<file path="src/rtl/uart_reg_cmd_sched.sv">
// UART command frame (op, addr, data) -> one IFC register req/ack transaction -> 2-byte UART response.
// reg_req rises 1 cycle after the data byte; tx_start waits for tx_busy=0; bytes arriving while busy are dropped.
`timescale 1ns/1ps
module uart_reg_cmd_sched #(
  parameter int ADDR_W       = 8,
  parameter int DATA_W       = 8,
  parameter int BYTE_TIMEOUT = 50000,
  parameter int ACK_TIMEOUT  = 255
) (
  input  logic              sys_clk,
  input  logic              rst,
  input  logic              rx_valid,
  input  logic [7:0]        rx_byte,
  input  logic              tx_busy,
  output logic              tx_start,
  output logic [7:0]        tx_byte,
  output logic              reg_req,
  output logic              reg_we,
  output logic [ADDR_W-1:0] reg_addr,
  output logic [DATA_W-1:0] reg_wdata,
  input  logic              reg_ack,
  input  logic [DATA_W-1:0] reg_rdata,
  output logic              busy,
  output logic [7:0]        err_cnt
);

  localparam int BT_W = $clog2(BYTE_TIMEOUT + 1);
  localparam int AT_W = $clog2(ACK_TIMEOUT + 1);

  typedef enum logic [2:0] {
    IDLE, RX_ADDR, RX_DATA, REG_REQ, TX_STAT, TX_STAT_WAIT, TX_DATA, TX_DATA_WAIT
  } state_t;

  state_t            state_q, state_d;
  logic [BT_W-1:0]   byte_cnt_q, byte_cnt_d;
  logic [AT_W-1:0]   ack_cnt_q, ack_cnt_d;
  logic              reg_req_q, reg_req_d;
  logic              reg_we_q, reg_we_d;
  logic [ADDR_W-1:0] reg_addr_q, reg_addr_d;
  logic [DATA_W-1:0] reg_wdata_q, reg_wdata_d;
  logic [7:0]        status_q, status_d;
  logic [DATA_W-1:0] resp_q, resp_d;
  logic              tx_start_q, tx_start_d;
  logic [7:0]        tx_byte_q, tx_byte_d;
  logic              skip_q, skip_d;
  logic              busy_q, busy_d;
  logic [7:0]        err_cnt_q, err_cnt_d;
  logic              err_inc;

  always_comb begin
    state_d     = state_q;
    byte_cnt_d  = byte_cnt_q;
    ack_cnt_d   = ack_cnt_q;
    reg_req_d   = reg_req_q;
    reg_we_d    = reg_we_q;
    reg_addr_d  = reg_addr_q;
    reg_wdata_d = reg_wdata_q;
    status_d    = status_q;
    resp_d      = resp_q;
    tx_start_d  = 1'b0;
    tx_byte_d   = tx_byte_q;
    skip_d      = skip_q;
    err_inc     = 1'b0;

    if (rx_valid && !(state_q inside {IDLE, RX_ADDR, RX_DATA}))
      err_inc = 1'b1;

    case (state_q)
      IDLE: begin
        if (rx_valid) begin
          if (rx_byte == 8'h57 || rx_byte == 8'h52) begin
            reg_we_d   = (rx_byte == 8'h57);
            byte_cnt_d = '0;
            state_d    = RX_ADDR;
          end else begin
            err_inc = 1'b1;
          end
        end
      end
      RX_ADDR: begin
        if (rx_valid) begin
          reg_addr_d = ADDR_W'(rx_byte);
          byte_cnt_d = '0;
          state_d    = RX_DATA;
        end else if (byte_cnt_q == BT_W'(BYTE_TIMEOUT - 1)) begin
          err_inc = 1'b1;
          state_d = IDLE;
        end else begin
          byte_cnt_d = byte_cnt_q + BT_W'(1);
        end
      end
      RX_DATA: begin
        if (rx_valid) begin
          reg_wdata_d = DATA_W'(rx_byte);
          reg_req_d   = 1'b1;
          ack_cnt_d   = '0;
          state_d     = REG_REQ;
        end else if (byte_cnt_q == BT_W'(BYTE_TIMEOUT - 1)) begin
          err_inc = 1'b1;
          state_d = IDLE;
        end else begin
          byte_cnt_d = byte_cnt_q + BT_W'(1);
        end
      end
      REG_REQ: begin
        // An ack in the final allowed cycle still wins over the timeout.
        if (reg_ack) begin
          reg_req_d = 1'b0;
          status_d  = 8'h4B;
          resp_d    = reg_we_q ? reg_wdata_q : reg_rdata;
          state_d   = TX_STAT;
        end else if (ack_cnt_q == AT_W'(ACK_TIMEOUT - 1)) begin
          reg_req_d = 1'b0;
          status_d  = 8'h45;
          resp_d    = '0;
          err_inc   = 1'b1;
          state_d   = TX_STAT;
        end else begin
          ack_cnt_d = ack_cnt_q + AT_W'(1);
        end
      end
      TX_STAT: begin
        if (!tx_busy) begin
          tx_start_d = 1'b1;
          tx_byte_d  = status_q;
          skip_d     = 1'b1;
          state_d    = TX_STAT_WAIT;
        end
      end
      TX_DATA: begin
        if (!tx_busy) begin
          tx_start_d = 1'b1;
          tx_byte_d  = 8'(resp_q);
          skip_d     = 1'b1;
          state_d    = TX_DATA_WAIT;
        end
      end
      TX_STAT_WAIT, TX_DATA_WAIT: begin
        // tx_busy is stale during the pulse and the cycle after it.
        if (tx_start_q) begin
          skip_d = 1'b1;
        end else if (skip_q) begin
          skip_d = 1'b0;
        end else if (!tx_busy) begin
          state_d = (state_q == TX_STAT_WAIT) ? TX_DATA : IDLE;
        end
      end
      default: state_d = IDLE;
    endcase

    busy_d    = (state_d != IDLE);
    err_cnt_d = (err_inc && err_cnt_q != 8'hFF) ? err_cnt_q + 8'd1 : err_cnt_q;
  end

  always_ff @(posedge sys_clk) begin
    if (rst) begin
      state_q     <= IDLE;
      byte_cnt_q  <= '0;
      ack_cnt_q   <= '0;
      reg_req_q   <= 1'b0;
      reg_we_q    <= 1'b0;
      reg_addr_q  <= '0;
      reg_wdata_q <= '0;
      status_q    <= '0;
      resp_q      <= '0;
      tx_start_q  <= 1'b0;
      tx_byte_q   <= '0;
      skip_q      <= 1'b0;
      busy_q      <= 1'b0;
      err_cnt_q   <= '0;
    end else begin
      state_q     <= state_d;
      byte_cnt_q  <= byte_cnt_d;
      ack_cnt_q   <= ack_cnt_d;
      reg_req_q   <= reg_req_d;
      reg_we_q    <= reg_we_d;
      reg_addr_q  <= reg_addr_d;
      reg_wdata_q <= reg_wdata_d;
      status_q    <= status_d;
      resp_q      <= resp_d;
      tx_start_q  <= tx_start_d;
      tx_byte_q   <= tx_byte_d;
      skip_q      <= skip_d;
      busy_q      <= busy_d;
      err_cnt_q   <= err_cnt_d;
    end
  end

  assign tx_start  = tx_start_q;
  assign tx_byte   = tx_byte_q;
  assign reg_req   = reg_req_q;
  assign reg_we    = reg_we_q;
  assign reg_addr  = reg_addr_q;
  assign reg_wdata = reg_wdata_q;
  assign busy      = busy_q;
  assign err_cnt   = err_cnt_q;

endmodule

</file>
<file path="config.mk">
export PLATFORM = sky130hd
export DESIGN_NAME = uart_reg_cmd_sched
export DESIGN_NICKNAME = d
export VERILOG_FILES = /design/src/rtl/uart_reg_cmd_sched.sv
export SDC_FILE = /design/constraint.sdc
export NUM_CORES = 1
export LEC_CHECK = 0
export BUFFER_PORTS_ARGS = -buffer_cell sky130_fd_sc_hd__buf_2
export CORE_MARGIN = 2
export CORE_UTILIZATION = 55
export DETAILED_ROUTE_END_ITERATION = 12
export PLACE_DENSITY = 0.78
export SLEW_MARGIN = 30
export SYNTH_ARGS = -nofsm -noshare
export SYNTH_HDL_FRONTEND = slang
export SYNTH_SLANG_ARGS = --single-unit
</file>
<file path="constraint.sdc">
create_clock -name sys_clk -period 2.15 [get_ports sys_clk]
set_input_delay 0.3225 -clock sys_clk [delete_from_list [all_inputs] [get_ports sys_clk]]
set_output_delay 0.3225 -clock sys_clk [all_outputs]
set_load 0.005 [all_outputs]
</file>
==> results.cfg <==
[yosys]
synth_top_flop_cell = dfxtp_1
syn_nets = 412
syn_inst = 387
ys_async_sr_fraction_pct = 0
synth.distinct_cells = 60
synth-seq-cells = 75
yosysSeqAreaShare_pct = 43.6
syn_area_um2 = 3450
yosys.area.top_type = dfxtp_1
ys_top_cells_by_area = dfxtp_1 44%, nor2_1 6.0%, a21oi_1 3.8%, xor2_1 3.6%, nand2_1 3.5%
synth_edf_count = 0
synth_warnings = 0
yosysTopAreaCellShare_pct = 43.6
syn_area_per_cell_um2 = 8.91

[cts]
post_cts_buffers = 0
cts_resized = 0
cts_tree = built
clk_pin_slew_ns = 0.07
clock_path_buffers = 2
clock_sinks = 75
htree_levels = 3
clock_tree.root_cell = clkbuf_8
cts_buffers = 9
worstSkewPairLatency_ns = 0.34
cts.hold.buffers_added = 0

[power_and_ir_drop]
peakVddDrop_mv = 0.575
leakage_nw = 1.60
power_density_nw_per_um2 = 638

[critical_path]
crit_family = compound AO/OA/AOI/OAI gates
rrSetupSlack_ns = 0.20
path_class = flop to flop
cp_slowest_cell = dfxtp_1
path_cells = ha_1, and3_1, and4_1, a32oi_2, a21oi_4, a21oi_1, a31o_2
reg2reg_depth = 7
cp_max_fo = 8
r2r-start = byte_cnt_q[1]
crit_buf_inv = 0
cp-endpoint = err_cnt[3]
critPathLaunchType = flop
worstPathRequired_ns = 2.39
cp-startpoint = byte_cnt_q[1]
max_stage_delay_ns = 0.37
cp_num_cells = 7
cp.arrival_ns = 2.19
end_kind = flop
rr_endpoint = err_cnt[3]

[drt]
drc = 0
wl_per_cell_um = 14.3
wl_um = 7530
ant_nets = 0
vias_per_cell = 5.57
vias = 2937
drt_iter0_drc = 161
firstDrtPassIters = 4

[global_routing]
grt_pass1_vias = 2801
grt.total_usage_pct = 22.7
overflow = 0
grt_max_degree = 29
antenna_found_initial = 0
grt_pass1_wl_um = 13100

[sta]
rsz0062_at_grt = no
setup_tns_ns = 0
setup_violations = 0
fmax_ghz = 0.512
worst_slack_ns = 0.198
worst_pin_slew_ns = 0.668
period_needed_ns = 1.95
drv_slew = 0
max_slew_margin_pct = 55.4
timing.final.crit_share_pct = 90.8
skew_ns = 0.00579
final_hold_viol_count = 0

[floorplan]
rows = 28
start_util_pct = 57.5
die_area_um2 = 6920
num_io_pins = 57
die_w_um = 83.2
core_um2 = 5990
die_h_um = 83.2

[layout]
layout_commonest_cell = dfxtp_1
final_core_util_pct = 67.1
nets = 472
final_cell_mix = 73 x dfxtp_1, 56 x buf_2, 55 x nor2_1
drive_gt1_share_pct = 25.9
nFillCells = 487
syn_to_final_growth_pct = 16.7
antenna-diode-count = 0

[place]
gp_congestion = 0.892
hpwlAfterDp_um = 5480
port_buffers = 56
dp_slack_ns = 0.135

[worst_hold_path]
hp-class = input port to flop
hp-start = rx_byte[4]

[run]
drv_cap = 0

[status]
status = finished clean
## layer usage
metal  track usage [%]  part of all wire, %  wire length, um
met5                 0                    0                0
met4              6.11                  1.8              138
met2              36.4                   47             3520
met1              29.9                   47             3550
met3              6.86                  4.3              325
## power by group
group          total [mW]  switching [mW]  internal (mW)  leakage (nW)
registers            1.40         0.00558           1.39         0.605
logic               0.105          0.0614         0.0434         0.895
clock network        1.06           0.499          0.562        0.0991
## state kept, by name, indices dropped and copies added (netlist names)
register    cells
reg_we          1
busy            1
resp_q          8
ack_cnt_q       8
state_q         3
err_cnt         8
reg_addr        8
tx_byte         8
skip_q          1
reg_req         1
byte_cnt_q     16
reg_wdata       8
tx_start        1
status_q        3
## metrics by stage
step                hold WS, ns  cell area, um2  std cells  power (mW)
global route              0.245            4020        527        2.67
detailed placement        0.442            3820        511        1.53
global placement          0.435            3820        511        1.53
floorplan                 0.439            3450        387        1.49
CTS                       0.241            4020        527        2.58
finish                    0.247            4020        527        2.56
## how the worst min path moves through the flow
stage | endpoint | slack, ns | cells past startpoint
final | reg_wdata[4] | 0.25 | 3
after global routing | reg_wdata[5] | 0.24 | 3
after CTS | reg_wdata[4] | 0.24 | 3
after detailed placement | tx_byte[0] | 0.44 | 2
after global placement | tx_byte[0] | 0.44 | 2
after floorplan | status_q[0] | 0.44 | 2
## final cells by class
class,count,area [um2],share of cell area (%)
clock buffers,11,141,3.52
clock inverters,5,52.6,1.31
well taps,75,93.8,2.33
inverters,10,37.5,0.933
flip-flops and latches,75,1500,37.4
repair buffers,67,363,9.02
multi-input cells,284,1830,45.5
## cells by family after synthesis
group                    Yosys count  synth area share [%]
XOR/XNOR                          23                  5.84
multiplexers                      18                  5.55
adder cells (fa/ha/maj)            4                  1.45
flip-flops                        75                  43.6
AND/OR/NAND/NOR                  165                  25.3
AO/OA/AOI/OAI                     74                  15.0
buffers and inverters             28                  3.38
## cells in the mapped netlist (2+ instances only)
cell type  number
a21oi_1        26
or2_2           3
nand4_1         8
nor2_2          3
nand2_1        32
ha_1            4
xor2_1         14
a211oi_1        3
nor2b_1         2
o21ai_0         8
nand3_1        15
dfxtp_1        75
a22oi_1        14
mux2_2          9
nand2b_1        7
and4bb_2        3
a21oi_4         2
nor2_1         55
a21o_1          3
nor3_1          6
clkbuf_1       10
inv_1          10
or3_1           4
buf_2           6
and3_1         11
xnor2_1         9
mux2i_1         9
a311oi_1        4
## worst reg2reg max path, delay by kind of cell, from the launching register on
kind | cells | cell delay (ns)
adders and majority gates | 1 | 0.19
DFF | 1 | 0.37
AOI/OAI and AO/OA | 4 | 0.76
and+or+nand+nor | 2 | 0.53
No activity file was read; power rests on OpenSTA's default activity.
